## src/rtl/unidade_controle.sv

```systemverilog
// GeoGenius control unit: Moore FSM that sequences fluxo_de_dados through a game.
// Define GEOGENIUS_TIMEOUT_EN to let ESPERA end a round on deu_timeout.
module unidade_controle (
    input  logic       clock,
    input  logic       reset,
    input  logic       iniciar,
    input  logic       fez_jogada,
    input  logic       jogada_igual_memoria,
    input  logic       deu_timeout,
    input  logic       fim_timer_resultado,
    input  logic       ultima_jogada,
    output logic       zera_contador_jogada,
    output logic       zera_contador_score,
    output logic       zera_timer_resultado,
    output logic       zera_timeout,
    output logic       zeraR,
    output logic       conta_jogada,
    output logic       conta_score,
    output logic       conta_timer_resultado,
    output logic       conta_timeout,
    output logic       registraR,
    output logic       liga_led,
    output logic       acertou,
    output logic       timeout_ocorreu,
    output logic       pronto,
    output logic [3:0] db_estado
);

    typedef enum logic [3:0] {
        INICIAL   = 4'd0,
        PREPARA   = 4'd1,
        CARREGA   = 4'd2,
        ESPERA    = 4'd3,
        REGISTRA  = 4'd4,
        COMPARA   = 4'd5,
        ACERTOU   = 4'd6,
        ERROU     = 4'd7,
        RESULTADO = 4'd8,
        PROXIMA   = 4'd9,
        FIM       = 4'd10
    } estado_t;

    logic [3:0] estado;
    estado_t    proximo;
    logic       timeout_ok;

`ifdef GEOGENIUS_TIMEOUT_EN
    assign timeout_ok = deu_timeout;
`else
    logic unused_deu_timeout;
    assign unused_deu_timeout = deu_timeout;
    assign timeout_ok = 1'b0;
`endif

    always_ff @(posedge clock or negedge reset) begin
        if (!reset) estado <= INICIAL;
        else        estado <= proximo;
    end

    always_comb begin
        proximo = INICIAL;
        case (estado)
            INICIAL:   proximo = iniciar ? PREPARA : INICIAL;
            PREPARA:   proximo = CARREGA;
            CARREGA:   proximo = ESPERA;
            // a press in the same cycle as the timeout still counts as a play
            ESPERA:    proximo = fez_jogada ? REGISTRA : (timeout_ok ? ERROU : ESPERA);
            REGISTRA:  proximo = COMPARA;
            COMPARA:   proximo = jogada_igual_memoria ? ACERTOU : ERROU;
            ACERTOU:   proximo = RESULTADO;
            ERROU:     proximo = RESULTADO;
            RESULTADO: proximo = fim_timer_resultado ? (ultima_jogada ? FIM : PROXIMA) : RESULTADO;
            PROXIMA:   proximo = CARREGA;
            FIM:       proximo = iniciar ? PREPARA : FIM;
            default:   proximo = INICIAL;
        endcase
    end

    always_comb begin
        zera_contador_jogada  = 1'b0;
        zera_contador_score   = 1'b0;
        zera_timer_resultado  = 1'b0;
        zera_timeout          = 1'b0;
        zeraR                 = 1'b0;
        conta_jogada          = 1'b0;
        conta_score           = 1'b0;
        conta_timer_resultado = 1'b0;
        conta_timeout         = 1'b0;
        registraR             = 1'b0;
        liga_led              = 1'b0;
        pronto                = 1'b0;
        case (estado)
            PREPARA: begin
                zera_contador_jogada = 1'b1;
                zera_contador_score  = 1'b1;
                zera_timer_resultado = 1'b1;
                zera_timeout         = 1'b1;
                zeraR                = 1'b1;
            end
            CARREGA: begin
                zera_timeout = 1'b1;
                zeraR        = 1'b1;
            end
            ESPERA: begin
                liga_led      = 1'b1;
                conta_timeout = 1'b1;
            end
            REGISTRA: begin
                registraR = 1'b1;
                liga_led  = 1'b1;
            end
            COMPARA:  liga_led = 1'b1;
            ACERTOU: begin
                conta_score          = 1'b1;
                zera_timer_resultado = 1'b1;
            end
            ERROU:    zera_timer_resultado = 1'b1;
            RESULTADO: begin
                conta_timer_resultado = 1'b1;
                liga_led              = 1'b1;
            end
            PROXIMA:  conta_jogada = 1'b1;
            FIM:      pronto = 1'b1;
            default: ;
        endcase
    end

    // result flags persist through RESULTADO and FIM so the display can show them
    always_ff @(posedge clock or negedge reset) begin
        if (!reset) begin
            acertou         <= 1'b0;
            timeout_ocorreu <= 1'b0;
        end else begin
            case (estado)
                PREPARA: begin
                    acertou         <= 1'b0;
                    timeout_ocorreu <= 1'b0;
                end
                ESPERA: begin
                    if (!fez_jogada && timeout_ok) timeout_ocorreu <= 1'b1;
                end
                ACERTOU: begin
                    acertou         <= 1'b1;
                    timeout_ocorreu <= 1'b0;
                end
                ERROU:   acertou <= 1'b0;
                default: ;
            endcase
        end
    end

    assign db_estado = estado;

endmodule
```

## config.mk

```make
export PLATFORM = sky130hd
export DESIGN_NAME = unidade_controle
export DESIGN_NICKNAME = d
export VERILOG_FILES = /design/src/rtl/unidade_controle.sv
export SDC_FILE = /design/constraint.sdc
export NUM_CORES = 1
export LEC_CHECK = 0
export BUFFER_PORTS_ARGS = -buffer_cell sky130_fd_sc_hd__clkbuf_2
export CORE_AREA = 2 2 39 41
export DETAILED_ROUTE_END_ITERATION = 16
export DIE_AREA = 0 0 41 43
export PLACE_DENSITY_LB_ADDON = 0.12
export SYNTH_ARGS = -nofsm -noshare
export SYNTH_HDL_FRONTEND = slang
export SYNTH_SLANG_ARGS = --single-unit
```

## constraint.sdc

```tcl
create_clock -name clock -period 2.8 [get_ports clock]
set_clock_uncertainty 0.15 [all_clocks]
set_input_delay 0.14 -clock clock [delete_from_list [all_inputs] [get_ports clock]]
set_output_delay 0.14 -clock clock [all_outputs]
set_load 0.03 [all_outputs]
```

# Word-level counts from Yosys, hierarchy flattened
# Cells that the tools add are included.
[word_totals] reg_bits=5 input_bits=8 out_inout_bits=18 wordCells=38
[classes] n_eq_ne=10 n_mux=18 reduce_logical=8
[ops] operator="$pmux W4 S9" count=1
[ops] operator="$eq A4 B3 Y1 const B" count=4
[ops] operator="$eq A4 B4 Y1 const B" count=3
[ops] operator="$mux W1" count=12
[ops] operator="$eq A4 B2 Y1 const B" count=2
[ops] operator="$reduce_or A2 Y1" count=4
[ops] operator="$eq A4 B1 Y1 const B" count=1
[ops] operator="$logic_not A4 Y1" count=1
[ops] operator="$mux W2" count=2
[ops] operator="$mux W4" count=1
[ops] operator="$reduce_or A4 Y1" count=1
[ops] operator="$mux W3" count=1
[ops] operator="$reduce_or A3 Y1" count=1
[ops] operator="$pmux W1 S2" count=1
[ops] operator="$reduce_bool A2 Y1" count=1

# Logic depth before layout (Yosys ltp)
# Gate-level depths: netlist of the first run.
[depth] word_depth=3 ltp_mapped=5

# Least setup slack after synthesis of the first run
# OpenSTA, ideal clock, no wires.
[synth_timing] path_kind="register to output" startpoint="register estado[1], in the netlist db_estado[1]" endpoint="output port zera_timeout" arrival_time_ns=1.940 required_time_ns=2.510 path_slack_ns=0.570 stages_incl_launch_ff=6 n_path_buf=3 path_cell_list="dfrtp_1 buf_6 buf_2 xnor2_1 nor3_1 buf_4"
[synth_via] elab_chain_len=3
[synth_rtl] element="start, declared" line="43" rtl="logic [3:0] estado;"
[synth_rtl] element="start signal, assigned" line="57" rtl="else estado <= proximo;"
[synth_rtl] element="$eq A4 B2 Y1 or $eq A4 B1 Y1 (tied branches)"
[synth_rtl] element="$reduce_or A2 Y1 (no line) (*)"
[synth_rtl] element="$mux W1 (*)"
[synth_rtl] element="end, declared" line="15" rtl="output logic zera_timeout,"
# Every way passes the cells marked *; elsewhere a longest branch is shown, timed or not.

# Final worst setup path of the first run
[layout_timing] startpoint="register estado[1], in the netlist db_estado[1]" endpoint="output port zera_timer_resultado"
[layout_via] elab_chain_len=3
[layout_rtl] element="$eq A4 B3 Y1 or $eq A4 B1 Y1 (tied branches)" line="92" rtl="case (estado)"
[layout_rtl] element="$reduce_or A3 Y1 (no line) (*)"
[layout_rtl] element="$mux W1 (*)" line="92"
[layout_rtl] element="end, declared" line="14" rtl="output logic zera_timer_resultado,"
# Marks and branches as above.

==> impl_metrics.toml, run 1 <==
[timing]
drv_slew = 0
hold_viol_final = 0
slew_headroom_pct = 64.1
period_share_pct = 69.1
setup_viol = 0
fmax_mhz = 517
whs_ps = 38.5
period_minus_slack_ps = 1930
rsz0062_at_grt = "no"
worst_pin_slew_ps = 538
setup_tns_ps = 0

[clocking]
numCtsBuffers = 3
cts_tree = "done"
path_clk_slew_ps = 40
post_cts_buffers = 0
cts.sinks = 5
clockBufferDepth = 2
clock_latency_ps = 240
root_buffer = "clkbuf_4"
htree_num_levels = 1

[critical_path]
cpMaxStageDelayCell = "dfrtp_1"
cpPeakStageDelay_ps = 570
worstSetupStartpointType = "flip-flop"
arrival_ps = 1640
crit_chain = "or3b_1 -> a21oi_2 -> clkbuf_2"
endpoint_kind = "output port"
crit_buf_inv = 1
critPathKind = "reg2out"
cp.required_ps = 2510
worstPathMaxFanout = 20
crit_family = "flip-flops"

[status]
outcome = "finished clean"

[yosys]
yosys.area_share.simple_pct = 39.6
syn_avg_cell_area_um2 = 7.88
ys_types = 30
netlist_area_um2 = 449
synth_compound_area_share_pct = 16.2
synth_top_family_by_area = "simple AND/OR/NAND/NOR gates"
seq_area_frac_synth_pct = 27.9
synth_xor_xnor_area_share_pct = 1.95
synth_fp_nets = 65
ys_ff_latch = 5
yosysWarnings = 0
post_synth_mux_area_share_pct = 0
synth_cells = 57
synthAdderAreaFrac_pct = 0

[drt]
wl_per_cell_um = 10.7
routed-via-count = 441
drt_iter0_markers = 1
ant_nets = 0
routed_wl_um = 996
vias_per_cell = 4.74
post-route-drc-count = 0
drt_pass1_iterations = 4

[global_routing]
antenna_found_initial = 0
grt_pass1_vias = 368
grt_pass1_wl_um = 1580
grt_max_degree = 21
grtUsageTotal_pct = 13.6
gr-total-overflow = 0

[min_path]
hold_path.class = "in2reg"

[cells_and_area]
final_nets = 86
fillers = 155
area_delta_synth_final_pct = 26.2
layout-drive-gt1-share_pct = 36.4
diodes = 0

[die]
die_height_um = 43
start_util_pct = 32.5
io_pins = 26
dieArea_um2 = 1760
num_rows = 14
chipWidth_um = 41
core_um2 = 1380

[placement]
gp_congestion = 0.747
dp_hpwl_um = 703
io_buffers = 23

[run]
cap_violations = 0
kinds of logic (layout without fill, tap and decap cells):
kind of cell	Yosys count	in the layout
compound gates	11	11
xor+xnor	1	1
buf+inv	10	30
flops	5	5
other cells	1	1
simple gates	29	29
worst paths after layout:
check	cells past startpoint	from	endpoint	slack, ps
min reg2reg	2	acertou$_DFFE_PN0P_	acertou$_DFFE_PN0P_	370
max	3	db_estado[1]$_DFF_PN0_	zera_timer_resultado	870
min in group asynchronous	2	reset	db_estado[0]$_DFF_PN0_	110
max reg2reg	3	db_estado[1]$_DFF_PN0_	acertou$_DFFE_PN0P_	1230
max in group asynchronous	2	reset	db_estado[3]$_DFF_PN0_	2260
min	3	fez_jogada	db_estado[2]$_DFF_PN0_	40
tightest hold or removal path, cell delays in order:
cell and delay (ps):
clkbuf_2 100, nand4b_1 80, a21oi_1 60
registers in the layout, indices dropped and copies added, names as in the netlist:
register,cells
db_estado,4
acertou,1
timing repair:
| item | 4_1_cts | 5_1_grt |
|---|---|---|
| endpoints found under the setup margin | 0 | 0 |
| endpoints found under the hold margin | 5 | 0 |
| gates resized for setup | 0 | 0 |
| hold buffers | 1 | 0 |
final cells by class:
class                      count  area [µm²]  share of cell area [%]
clock buffer                   4        26.3                    4.64
multi-input combinational     42         263                    46.4
inverter                       2        7.51                    1.32
timing repair buffer          24         125                    22.1
sequential                     5         125                    22.1
tap                           16        20.0                    3.53
layer usage:
layer	wire (µm)	track usage [%]
met1	444	16.7
met2	473	19.7
met3	64	4.71
met4	13	8.00
met5	0	0
synth_stat cells:
library cell / number / area [µm²]
and2b_1: 1 / 7.51
a21oi_2: 1 / 8.76
nor2b_1: 3 / 18.8
nor3b_2: 1 / 12.5
dfrtp_1: 5 / 125
xnor2_1: 1 / 8.76
buf_6: 1 / 11.3
or3b_1: 2 / 17.5
o21ai_0: 2 / 10.0
and2_1: 2 / 12.5
a21o_1: 1 / 7.51
o21bai_1: 1 / 7.51
and3_1: 1 / 6.26
o22ai_1: 1 / 6.26
buf_2: 4 / 20.0
inv_1: 2 / 7.51
o311ai_1: 1 / 8.76
a2bb2oi_1: 1 / 8.76
nand4b_1: 1 / 8.76
nor3_1: 2 / 10.0
buf_4: 3 / 22.5
nand3_1: 2 / 10.0
and3b_1: 1 / 8.76
conb_1: 1 / 3.75
nand2_1: 3 / 11.3
nor3b_1: 3 / 22.5
nand2b_1: 2 / 12.5
o21ai_1: 2 / 10.0
nor2_1: 5 / 18.8
a21oi_1: 1 / 5.00
stage by stage:
step	utilization [%]	instance area, µm²	cells	setup WS, ps
after floorplan	-	449	57	570
after global placement	38.3	531	88	1110
after detailed placement	38.3	531	88	1110
after CTS	41.0	567	93	852
after global routing	41.0	567	93	786
final	41.0	567	93	865
layout by cell type, fill, tap and decap left out, types with 2 or more instances in the layout:
cell      instances
clkbuf_2         23
nor2_1            5
dfrtp_1           5
nor3b_1           3
nand2_1           3
nor2b_1           3
clkbuf_4          3
and2_1            2
or3b_1            2
nand2b_1          2
nor3_1            2
o21ai_1           2
inv_1             2
nand3_1           2
o21ai_0           2
Power of run 1 is left out: the tool's default activity adds up to more than one toggle a clock period on the data nets, which glitch-free logic cannot reach.
==> run 2, diff against run 1 <==
clock period = 1.7 ns   (was 2.8 ns; I/O delays follow)
==> impl_metrics.toml, run 2 (synthesis gave the netlist of run 1 again) <==
[global_routing]
grt_pass1_wl_um = 1730
grt_max_degree = 13
grt_pass1_vias = 413
antenna_found_initial = 0
gr-total-overflow = 0
grtUsageTotal_pct = 14.6

[drt]
drt_iter0_markers = 13
ant_nets = 0
wl_per_cell_um = 10.7
post-route-drc-count = 0
vias_per_cell = 4.80
routed_wl_um = 1080
drt_pass1_iterations = 4
routed-via-count = 485

[critical_path]
critPathKind = "reg2out"
cp.required_ps = 1460
crit_chain = "or3b_4 -> a21oi_4 -> buf_6"
arrival_ps = 1410
endpoint_kind = "output port"
crit_family = "flip-flops"
crit_buf_inv = 1
reg2reg_setup_slack_ps = 310
cpMaxStageDelayCell = "dfrtp_2"
cpPeakStageDelay_ps = 460
worstSetupStartpointType = "flip-flop"
worstPathMaxFanout = 7

[placement]
dp_hpwl_um = 854
gp_congestion = 0.724
io_buffers = 23
placed_area_um2 = 611
dp_slack_ps = 191

[die]
io_pins = 26
die_height_um = 43
dieArea_um2 = 1760
start_util_pct = 32.5
core_um2 = 1380
num_rows = 14
chipWidth_um = 41

[timing]
fmax_mhz = 608
hold_viol_final = 0
setup_viol = 0
setup_ws_ps = 54.3
rsz0062_at_grt = "no"
drv_slew = 0
setup_tns_ps = 0
period_share_pct = 96.8
period_minus_slack_ps = 1650

[clocking]
path_clk_slew_ps = 40
cts_tree = "done"
cts.sinks = 5
clock_latency_ps = 240
clockBufferDepth = 2
root_buffer = "clkbuf_4"
numCtsBuffers = 3
htree_num_levels = 1

[cells_and_area]
final_nets = 94
area_delta_synth_final_pct = 54.9
layout-drive-gt1-share_pct = 54.1
final_cell_mix = "clkbuf_2 (20), buf_4 (8), nor2_1 (4), dfrtp_2 (4)"
final_common_cell = "clkbuf_2"
largest_reg_flops = 4
final_util_pct = 50.3
diodes = 0
fillers = 146
post-route-cell-area_um2 = 696

[status]
outcome = "finished clean"

[min_path]
hold_path.class = "in2reg"

[run]
cap_violations = 0
[run 2: final cells by class]
class / count / area (µm²) / area share, %
multi-input cells: 42 / 315 / 45.3
repair buffers: 32 / 196 / 28.2
flip-flops and latches: 5 / 130 / 18.7
clock buffers: 4 / 26.3 / 3.78
well taps: 16 / 20.0 / 2.88
inverters: 2 / 7.51 / 1.08
[run 2: metal layers]
metal  share of wire (%)  GRT usage (%)
met4                 1.2           8.00
met2                  49           20.9
met3                 5.7           1.57
met5                   0              0
met1                  44           20.6
[run 2: path summary, 6_finish.rpt]
check | endpoint | cells after the start | start
worst min register to register | acertou$_DFFE_PN0P_ | 2 | acertou$_DFFE_PN0P_
worst min-delay path | db_estado[3]$_DFF_PN0_ | 3 | iniciar
max in group asynchronous | db_estado[1]$_DFF_PN0_ | 2 | reset
worst max register to register | acertou$_DFFE_PN0P_ | 3 | db_estado[2]$_DFF_PN0_
worst max-delay path | zera_timer_resultado | 3 | db_estado[2]$_DFF_PN0_
min in group asynchronous | acertou$_DFFE_PN0P_ | 2 | reset
[run 2: worst min-delay path, stage by stage]
cell	delay [ps]
clkbuf_2	100
and2_1	140
o21ai_1	60
[run 2: metrics by stage]
| step | cells | hold WS [ps] |
|---|---|---|
| 2_1_floorplan | 57 | -361 |
| 3_3_place_gp | 94 | -246 |
| 3_5_place_dp | 94 | -246 |
| 4_1_cts | 101 | 19.6 |
| 5_1_grt | 101 | 64.4 |
| 6_report | 101 | 29.0 |
[run 2: what timing repair did]
item | 4_1_cts | 5_1_grt
hold buffers | 2 | 0
gates resized for setup | 5 | 9
gates cloned | 0 | 0
buffers inserted | 1 | 0
endpoints found under the hold margin | 6 | 0
endpoints found under the setup margin | 2 | 7
Power of run 2 is left out for the same reason.
